**src/rtl/mem_readout_scanner_pkg.sv**
```systemverilog
// scan_pkg: shared state encoding and default widths for the memory readout scanner
package scan_pkg;
    typedef enum logic [1:0] {IDLE, ISSUE, DRAIN, DONE} scan_state_t;
    localparam int SCAN_AW = 24;
    localparam int SCAN_DW = 8;
endpackage

```
**src/rtl/sync_fifo.sv**
```systemverilog
// sync_fifo: first-word-fall-through FIFO with a registered head output
module sync_fifo #(
    parameter int DW = 8,
    parameter int DEPTH = 4
) (
    input  logic                     clk,
    input  logic                     rst,
    input  logic                     push,
    input  logic [DW-1:0]            din,
    input  logic                     pop,
    output logic [DW-1:0]            dout,
    output logic                     empty,
    output logic                     full,
    output logic [$clog2(DEPTH):0]   level
);
    localparam int PW = $clog2(DEPTH);
    localparam logic [PW:0] FULL_LVL = (PW + 1)'(DEPTH);
    localparam logic [PW:0] ONE = (PW + 1)'(1);
    logic [DW-1:0] mem [DEPTH];
    logic [PW-1:0] wptr, rptr;
    logic do_pop;
    assign do_pop = pop && !empty;
    assign empty = level == '0;
    assign full = level == FULL_LVL;
    always_ff @(posedge clk)
        if (push) mem[wptr] <= din;
    // dout mirrors the head slot so the sink sees a flop, not a memory read path
    always_ff @(posedge clk) begin
        if (rst) begin
            wptr <= '0;
            rptr <= '0;
            level <= '0;
            dout <= '0;
        end else begin
            if (push) wptr <= wptr + 1'b1;
            if (do_pop) rptr <= rptr + 1'b1;
            level <= level + (PW + 1)'(push) - (PW + 1)'(do_pop);
            if (push && (empty || (do_pop && level == ONE))) dout <= din;
            else if (do_pop && level > ONE) dout <= mem[rptr + 1'b1];
        end
    end
endmodule

```
**src/rtl/mem_readout_scanner.sv**
```systemverilog
// mem_readout_scanner: sweeps the processor memory port over an address window and
// streams the latency-realigned bytes to a valid/ready sink.
module mem_readout_scanner import scan_pkg::*; #(
    parameter int AW = SCAN_AW,
    parameter int DW = SCAN_DW,
    parameter int RD_LAT = 2,
    parameter int DEPTH = 4
) (
    input  logic          clk,
    input  logic          rst,
    input  logic          start,
    input  logic          abort,
    input  logic [AW-1:0] base_addr,
    input  logic [AW-1:0] count,
    output logic [AW-1:0] parallel_address,
    input  logic [DW-1:0] q_in,
    output logic [DW-1:0] out_data,
    output logic          out_valid,
    input  logic          out_ready,
    output logic          busy,
    output logic          done
);
    localparam int LW = $clog2(DEPTH) + 1;
    localparam logic [LW:0] CAP = (LW + 1)'(DEPTH);
    scan_state_t state, state_next;
    logic [AW-1:0] addr, remaining, issued;
    logic [RD_LAT-1:0] tag;
    logic [LW-1:0] inflight, level;
    logic issue, capture, flush, pop, empty, full;
    always_comb begin
        inflight = '0;
        for (int i = 0; i < RD_LAT; i++) inflight = inflight + LW'(tag[i]);
    end
    // credit counts reads still in the latency pipe plus bytes waiting in the FIFO
    assign issue = state == ISSUE && !abort && issued < remaining &&
                   ({1'b0, inflight} + {1'b0, level}) < CAP;
    assign capture = tag[RD_LAT-1];
    assign flush = abort && state != IDLE;
    assign out_valid = !empty;
    assign pop = out_valid && out_ready;
    always_ff @(posedge clk) begin
        if (rst) state <= IDLE;
        else state <= state_next;
    end
    always_comb begin
        state_next = state;
        case (state)
            IDLE:    if (start && !abort) state_next = (count == '0) ? DONE : ISSUE;
            ISSUE:   state_next = abort ? IDLE : (issue && issued + 1'b1 == remaining) ? DRAIN : ISSUE;
            DRAIN:   state_next = abort ? IDLE : (inflight == '0 && empty) ? DONE : DRAIN;
            default: state_next = IDLE;
        endcase
    end
    always_comb begin
        busy = state == ISSUE || state == DRAIN;
        done = state == DONE;
    end
    always_ff @(posedge clk) begin
        if (rst) begin
            addr <= '0;
            remaining <= '0;
            issued <= '0;
            tag <= '0;
            parallel_address <= '0;
        end else if (flush) begin
            remaining <= '0;
            issued <= '0;
            tag <= '0;
        end else begin
            if (state == IDLE && start && !abort) begin
                addr <= base_addr;
                remaining <= count;
                issued <= '0;
            end
            if (issue) begin
                parallel_address <= addr;
                addr <= addr + 1'b1;
                issued <= issued + 1'b1;
            end
            tag <= (tag << 1) | RD_LAT'(issue);
        end
    end
    always_ff @(posedge clk)
        if (!rst && capture && !pop) assert (!full);
    sync_fifo #(.DW(DW), .DEPTH(DEPTH)) u_fifo (
        .clk(clk),
        .rst(rst || flush),
        .push(capture),
        .din(q_in),
        .pop(pop),
        .dout(out_data),
        .empty(empty),
        .full(full),
        .level(level)
    );
endmodule

```
**config.mk**
```make
export PLATFORM = sky130hd
export DESIGN_NAME = mem_readout_scanner
export DESIGN_NICKNAME = d
export VERILOG_FILES = /design/src/rtl/mem_readout_scanner_pkg.sv /design/src/rtl/sync_fifo.sv /design/src/rtl/mem_readout_scanner.sv
export SDC_FILE = /design/constraint.sdc
export NUM_CORES = 1
export LEC_CHECK = 0
export BUFFER_PORTS_ARGS = -buffer_cell sky130_fd_sc_hd__buf_2
export CAP_MARGIN = 20
export CORE_UTILIZATION = 30
export DETAILED_ROUTE_END_ITERATION = 6
export RECOVER_POWER = 50
export SLEW_MARGIN = 20
export SYNTH_ARGS = -nofsm -noshare
export SYNTH_HDL_FRONTEND = slang
export SYNTH_HIERARCHICAL = 1
export SYNTH_SLANG_ARGS = --single-unit
```
**constraint.sdc**
```tcl
create_clock -name clk -period 2.95 [get_ports clk]
set_input_delay 0.1475 -clock clk [delete_from_list [all_inputs] [get_ports clk]]
set_output_delay 0.1475 -clock clk [all_outputs]
set_load 0.02 [all_outputs]
```
==> results of run 1 <==
stage by stage:
stage / setup TNS (ns) / hold slack [ns] / instance area [um2] / std cells / utilization (%)
floorplan: 0 / 0.246 / 7760 / 896 / -
global placement: -0.731 / 0.384 / 8760 / 1308 / 34.7
detailed placement: -0.785 / 0.391 / 8760 / 1308 / 34.7
CTS: 0 / 0.0209 / 9890 / 1390 / 39.1
global route: 0 / 0.0389 / 9890 / 1390 / 39.1
finish: 0 / 0.0570 / 9890 / 1390 / 39.1
area by class of cell:
| class | count | area (um2) | area share (%) |
|---|---|---|---|
| multi-input cells | 655 | 4190 | 42.3 |
| inverters | 41 | 154 | 1.56 |
| repair buffers | 185 | 1240 | 12.6 |
| well taps | 330 | 413 | 4.18 |
| flip-flops and latches | 147 | 3270 | 33.1 |
| clock inverters | 15 | 194 | 1.96 |
| clock buffers | 17 | 425 | 4.30 |
repair_timing:
action                                  4_1_cts  5_1_grt
hold buffers                                 50        0
pin swaps                                     0        4
endpoints found under the hold margin        74        0
endpoints found under the setup margin       26       22
gates cloned                                  0        0
buffers inserted                              0        0
gates resized for setup                       1       16
power by group through the flow:
stage                     registers [mW]  clock network, mW  logic, mW
after floorplan                     2.20                  0      0.314
after CTS                           2.16               2.31      0.592
after global routing                2.17               2.38      0.658
after global placement              2.21                  0      0.533
final                               2.16               2.25      0.594
after detailed placement            2.21                  0      0.537
how the worst min path moves through the flow:
stage	start	end	slack [ns]	cells after the start
global route	base_addr[20]	addr[20]	0.04	3
CTS	base_addr[21]	addr[21]	0.02	3
finish	base_addr[20]	addr[20]	0.06	3
floorplan	q_in[0]	u_fifo/mem[0][0]	0.25	0
detailed placement	q_in[6]	u_fifo/mem[1][6]	0.39	1
global placement	q_in[6]	u_fifo/mem[1][6]	0.38	1
sequential cells by signal (all words and copies together) (netlist names):
| register | flops |
|---|---|
| addr | 24 |
| issued | 24 |
| parallel_address | 24 |
| remaining | 24 |
| state | 2 |
| tag | 2 |
| u_fifo/dout | 8 |
| u_fifo/level | 3 |
| u_fifo/mem | 32 |
| u_fifo/rptr | 2 |
| u_fifo/wptr | 2 |
worst min-delay path, cell delays in order:
cell	delay, ns
buf_2	0.11
o21bai_1	0.13
a311oi_1	0.05
layer usage:
metal  routed length (um)  track usage, %
met5                    0               0
met4                  289            4.93
met3                 1120            3.36
met2                 9730            25.9
met1                10200            22.6
==> impl_metrics.toml, run 1 <==
[pwr]
p_per_area_mw_per_mm2 = 506
power_mw = 5.01
p_int_mw = 3.57
p_leak_nw = 3.60
power_frac_comb_pct = 11.9
clock_power_share_pct = 44.9
netSwitchingFraction_pct = 28.6
p_seq_share_pct = 43.2
ir_drop_v = 0.000268
switchingPower_mw = 1.43

[critical_path]
crit_chain = "ha_1, ha_1, nor4b_4, o211ai_1, a31oi_1, nand2_1, a31o_4, buf_12, or3_1, a21oi_1"
worstPathRequired_ns = 3.29
reg2reg_from = "tag[0]"
start_kind = "register"
slowest_stage = "or3_1"
cp.depth = 10
crit_top_cell = "ha_1"
timing.rr.end = "issued[7]"
critPathTopFamily = "compound AO/OA/AOI/OAI gates"
path_buf_inv = 1
cp-end-kind = "register"
reg2reg_depth = 10
path_class = "register to register"
r2r_slack_ns = 0.15
crit_end = "issued[7]"
crit_arrival_ns = 3.14
crit_path_max_fanout = 27
cpPeakStageDelay_ns = 0.35
crit_start = "tag[0]"

[drt]
drtPass1Iterations = 5
vias_per_cell = 5.03
drc_errors = 0
ant_nets = 0
drt_iter0_markers = 376
drt-total-wl_mm = 21.3
vias = 6992
post_drt_wl_per_cell_um = 15.3

[global_route]
grt_pass1_wl_mm = 34.4
grt_pass1_vias = 6681
grt.total_usage_pct = 16.5
antenna_found_initial = 0
grt_max_degree = 49
overflow = 0

[synthesis]
syn_area_per_cell_um2 = 8.66
yosys_warnings = 6
netlist_instances = 896
synth_nets = 998
synth.cell_area_mm2 = 0.00776

[finish]
antennaDiodeCount = 0
layout-drive-gt1-share_pct = 15.4
fin_nets = 1149
area_delta_synth_final_pct = 27.5
n_fill_cell = 2590
layout_commonest_cell = "nand2_1"
final_cell_mix = "nand2_1, a21oi_1, dfxtp_1"

[floorplanning]
die_w_um = 163
coreArea_mm2 = 0.0253
start_util_pct = 30.7
num_rows = 58
die_y_um = 163
pin_count = 96
die_area_mm2 = 0.0265

[sta]
slew-limit-headroom_pct = 10.7
fin_crit_ns = 2.80
fin_crit_sh_pct = 94.9
final_max_slew_viol_count = 0
fin_worst_skew_ns = 0.0142
fin_ws_ns = 0.150
rsz0062_at_grt = "no"
fmax_mhz = 357
setup_viol = 0
tightest_slew_ns = 1.34
finalHoldViolCount = 0

[clock_tree]
cts_buffers = 17
htreeDepth = 4
cts-root-buf = "clkbuf_16"
cts_buffer_depth = 2
cts.clk_slew.worst_paths_ns = 0.07
cts_tree = "yes"
clock-sinks = 147
insertion_delay_ns = 0.43

[placed_design]
routabilityCongestion = 0.868
port_buffers = 95
dp_hpwl_mm = 14.8
dp_worst_setup_slack_ns = -0.171

[run]
maxCapViolations = 0

[hold_path]
hold_class = "primary input to register"

[run_status]
outcome = "finished, final reports clean"
No activity file was read; power rests on OpenSTA's default activity.
==> run 2, diff against run 1 <==
- SYNTH_HIERARCHICAL: 1 -> default
==> run 2 against run 1 <==
  * Hold slack got worse by 0.047 ns
  * Clock skew fell by 0.0039 ns
  * Global-route usage fell by 0.076 points
  * Largest power group unchanged
==> impl_metrics.toml, run 2 <==
[synthesis]
synth_nets = 1014
synth_top_area_cell = "dfxtp_1"
netlist_instances = 911
ys_ff_latch = 147
synth_top_area_share_pct = 29.1
yosysMostFrequentCell = "a21oi_1"
ys_seq_area_share_pct = 41.2
ys_top_cells_by_count = "a21oi_1, nand2_1, dfxtp_1, nor2_1, o21ai_0"
async_reset_ff_share_pct = 0
synthFlopType = "dfxtp_1"
yosys_warnings = 0
syn_area_per_cell_um2 = 8.69
ys_types = 73
synth_edf_count = 32
netlist_top_cells_area = "dfxtp_1, edfxtp_1, a21oi_1"
synth.cell_area_mm2 = 0.00792

[clock_tree]
htreeDepth = 4
cts_buffer_depth = 2
cts.clk_slew.worst_paths_ns = 0.07
insertion_delay_ns = 0.43
cts_tree = "yes"
cts-root-buf = "clkbuf_16"
clock-sinks = 147
cts_buffers = 17

[drt]
vias_per_cell = 5.07
vias = 7117
post_drt_wl_per_cell_um = 15.1
drc_errors = 0
drtPass1Iterations = 6
ant_nets = 0
drt-total-wl_mm = 21.2
drt_iter0_markers = 496

[placed_design]
port_buffers = 95
dp_worst_setup_slack_ns = 0.0261
routabilityCongestion = 0.885
dp_hpwl_mm = 15.1
place_area_mm2 = 0.00895

[critical_path]
crit_arrival_ns = 3.13
timing.rr.end = "addr[19]"
start_kind = "register"
reg2reg_from = "remaining[3]"
path_class = "register to register"
crit_path_max_fanout = 19
crit_start = "remaining[3]"
reg2reg_depth = 12
worstPathRequired_ns = 3.30
crit_end = "addr[19]"
r2r_slack_ns = 0.17
cp-end-kind = "register"

[sta]
fin_ws_ns = 0.165
fin_setup_tns_ns = 0
setup_viol = 0
final_max_slew_viol_count = 0
tightest_slew_ns = 0.775
fin_crit_sh_pct = 94.4
finalHoldViolCount = 0
fin_worst_skew_ns = 0.0104
rsz0062_at_grt = "no"
timing.hold.ws_ns = 0.0103
fmax_mhz = 359
fin_crit_ns = 2.78
slew-limit-headroom_pct = 48.4

[finish]
antennaDiodeCount = 0
n_fill_cell = 2652
final_cell_mix = "a21oi_1, nand2_1, dfxtp_1"
fin_nets = 1159
largest_reg_flops = 32
layout_commonest_cell = "a21oi_1"
layout-drive-gt1-share_pct = 16.3
regMostFlops = "u_fifo.mem"
seq_area_mm2 = 0.00327
area_delta_synth_final_pct = 26.1
multi_input_area_mm2 = 0.00430
fin_area_mm2 = 0.00998

[global_route]
grt_max_degree = 43
antenna_found_initial = 0
grt_pass1_wl_mm = 34.9
overflow = 0
grt_pass1_vias = 6992
grt.total_usage_pct = 16.4

[run]
maxCapViolations = 0

[pwr]
ir_drop_v = 0.000377
p_leak_nw = 3.71
p_per_area_mw_per_mm2 = 535
power_mw = 5.34

[floorplanning]
start_util_pct = 30.5
num_rows = 59
coreArea_mm2 = 0.0260
die_area_mm2 = 0.0270
die_y_um = 164
pin_count = 96
die_w_um = 164

[run_status]
outcome = "finished, final reports clean"

[hold_path]
hold_class = "primary input to register"
-- run 2: worst min path at each step --
| stage | from | endpoint | slack [ns] | cells past startpoint |
|---|---|---|---|---|
| after global routing | count[0] | remaining[0] | 0.009 | 3 |
| after global placement | q_in[7] | u_fifo.mem[1][7] | 0.39 | 1 |
| after CTS | base_addr[11] | addr[11] | 0.006 | 3 |
| after floorplan | q_in[0] | u_fifo.mem[0][0] | 0.25 | 0 |
| after detailed placement | q_in[7] | u_fifo.mem[1][7] | 0.39 | 1 |
| final | count[17] | remaining[17] | 0.01 | 3 |
-- run 2: critical path, cell delays in order, from the launching register on --
cell,delay [ns]
dfxtp_1,0.37
inv_1,0.06
ha_1,0.31
a21o_1,0.19
a21oi_1,0.15
a21oi_1,0.12
o311ai_2,0.38
nand4_1,0.23
buf_4,0.24
buf_4,0.21
nor4_1,0.27
a21oi_1,0.07
a21oi_1,0.12
-- run 2: stage by stage --
stage	util [%]	cells
finish	38.4	1404
CTS	38.3	1403
global route	38.4	1404
floorplan	-	911
global placement	34.5	1332
detailed placement	34.5	1332
-- run 2: layout make-up --
class | count | share of cell area (%)
clock buffer | 17 | 4.26
clock inverter | 15 | 1.91
inverter | 39 | 1.47
multi-input combinational | 669 | 43.1
sequential | 147 | 32.8
tap | 335 | 4.20
timing repair buffer | 182 | 12.3
-- run 2: where the power goes --
group	internal [mW]	switching, mW	leakage [nW]
clock network	1.29	0.972	0.299
logic	0.357	0.472	2.19
registers	2.14	0.104	1.22
total	3.79	1.55	3.71
-- run 2: kinds of logic (layout without fill, tap and decap cells) --
logic type / after synthesis / count (layout) / share of synthesized area (%)
adders and majority gates: 42 / 42 / 6.73
and+or+nand+nor: 341 / 341 / 22.4
muxes: 20 / 20 / 3.84
AOI/OAI and AO/OA: 235 / 235 / 17.2
buffers and inverters: 95 / 253 / 5.17
DFF: 147 / 147 / 41.2
xor gates and xnor gates: 31 / 31 / 3.43
-- run 2: timing repair --
item | 4_1_cts | 5_1_grt
setup endpoints to repair | 1 | 15
resized for setup | 0 | 19
pin swaps | 1 | 2
setup buffers | 0 | 1
hold endpoints to repair | 63 | 0
hold buffers | 39 | 0
-- run 2: metal layers --
layer  up-vias  share of wire (%)  global-route usage [%]
met2       133                 49                    28.4
met5         -                  0                       0
li1       3562                  -                       -
met4         0                2.6                    5.59
met3        35                3.1                    2.91
met1      3387                 46                    20.4
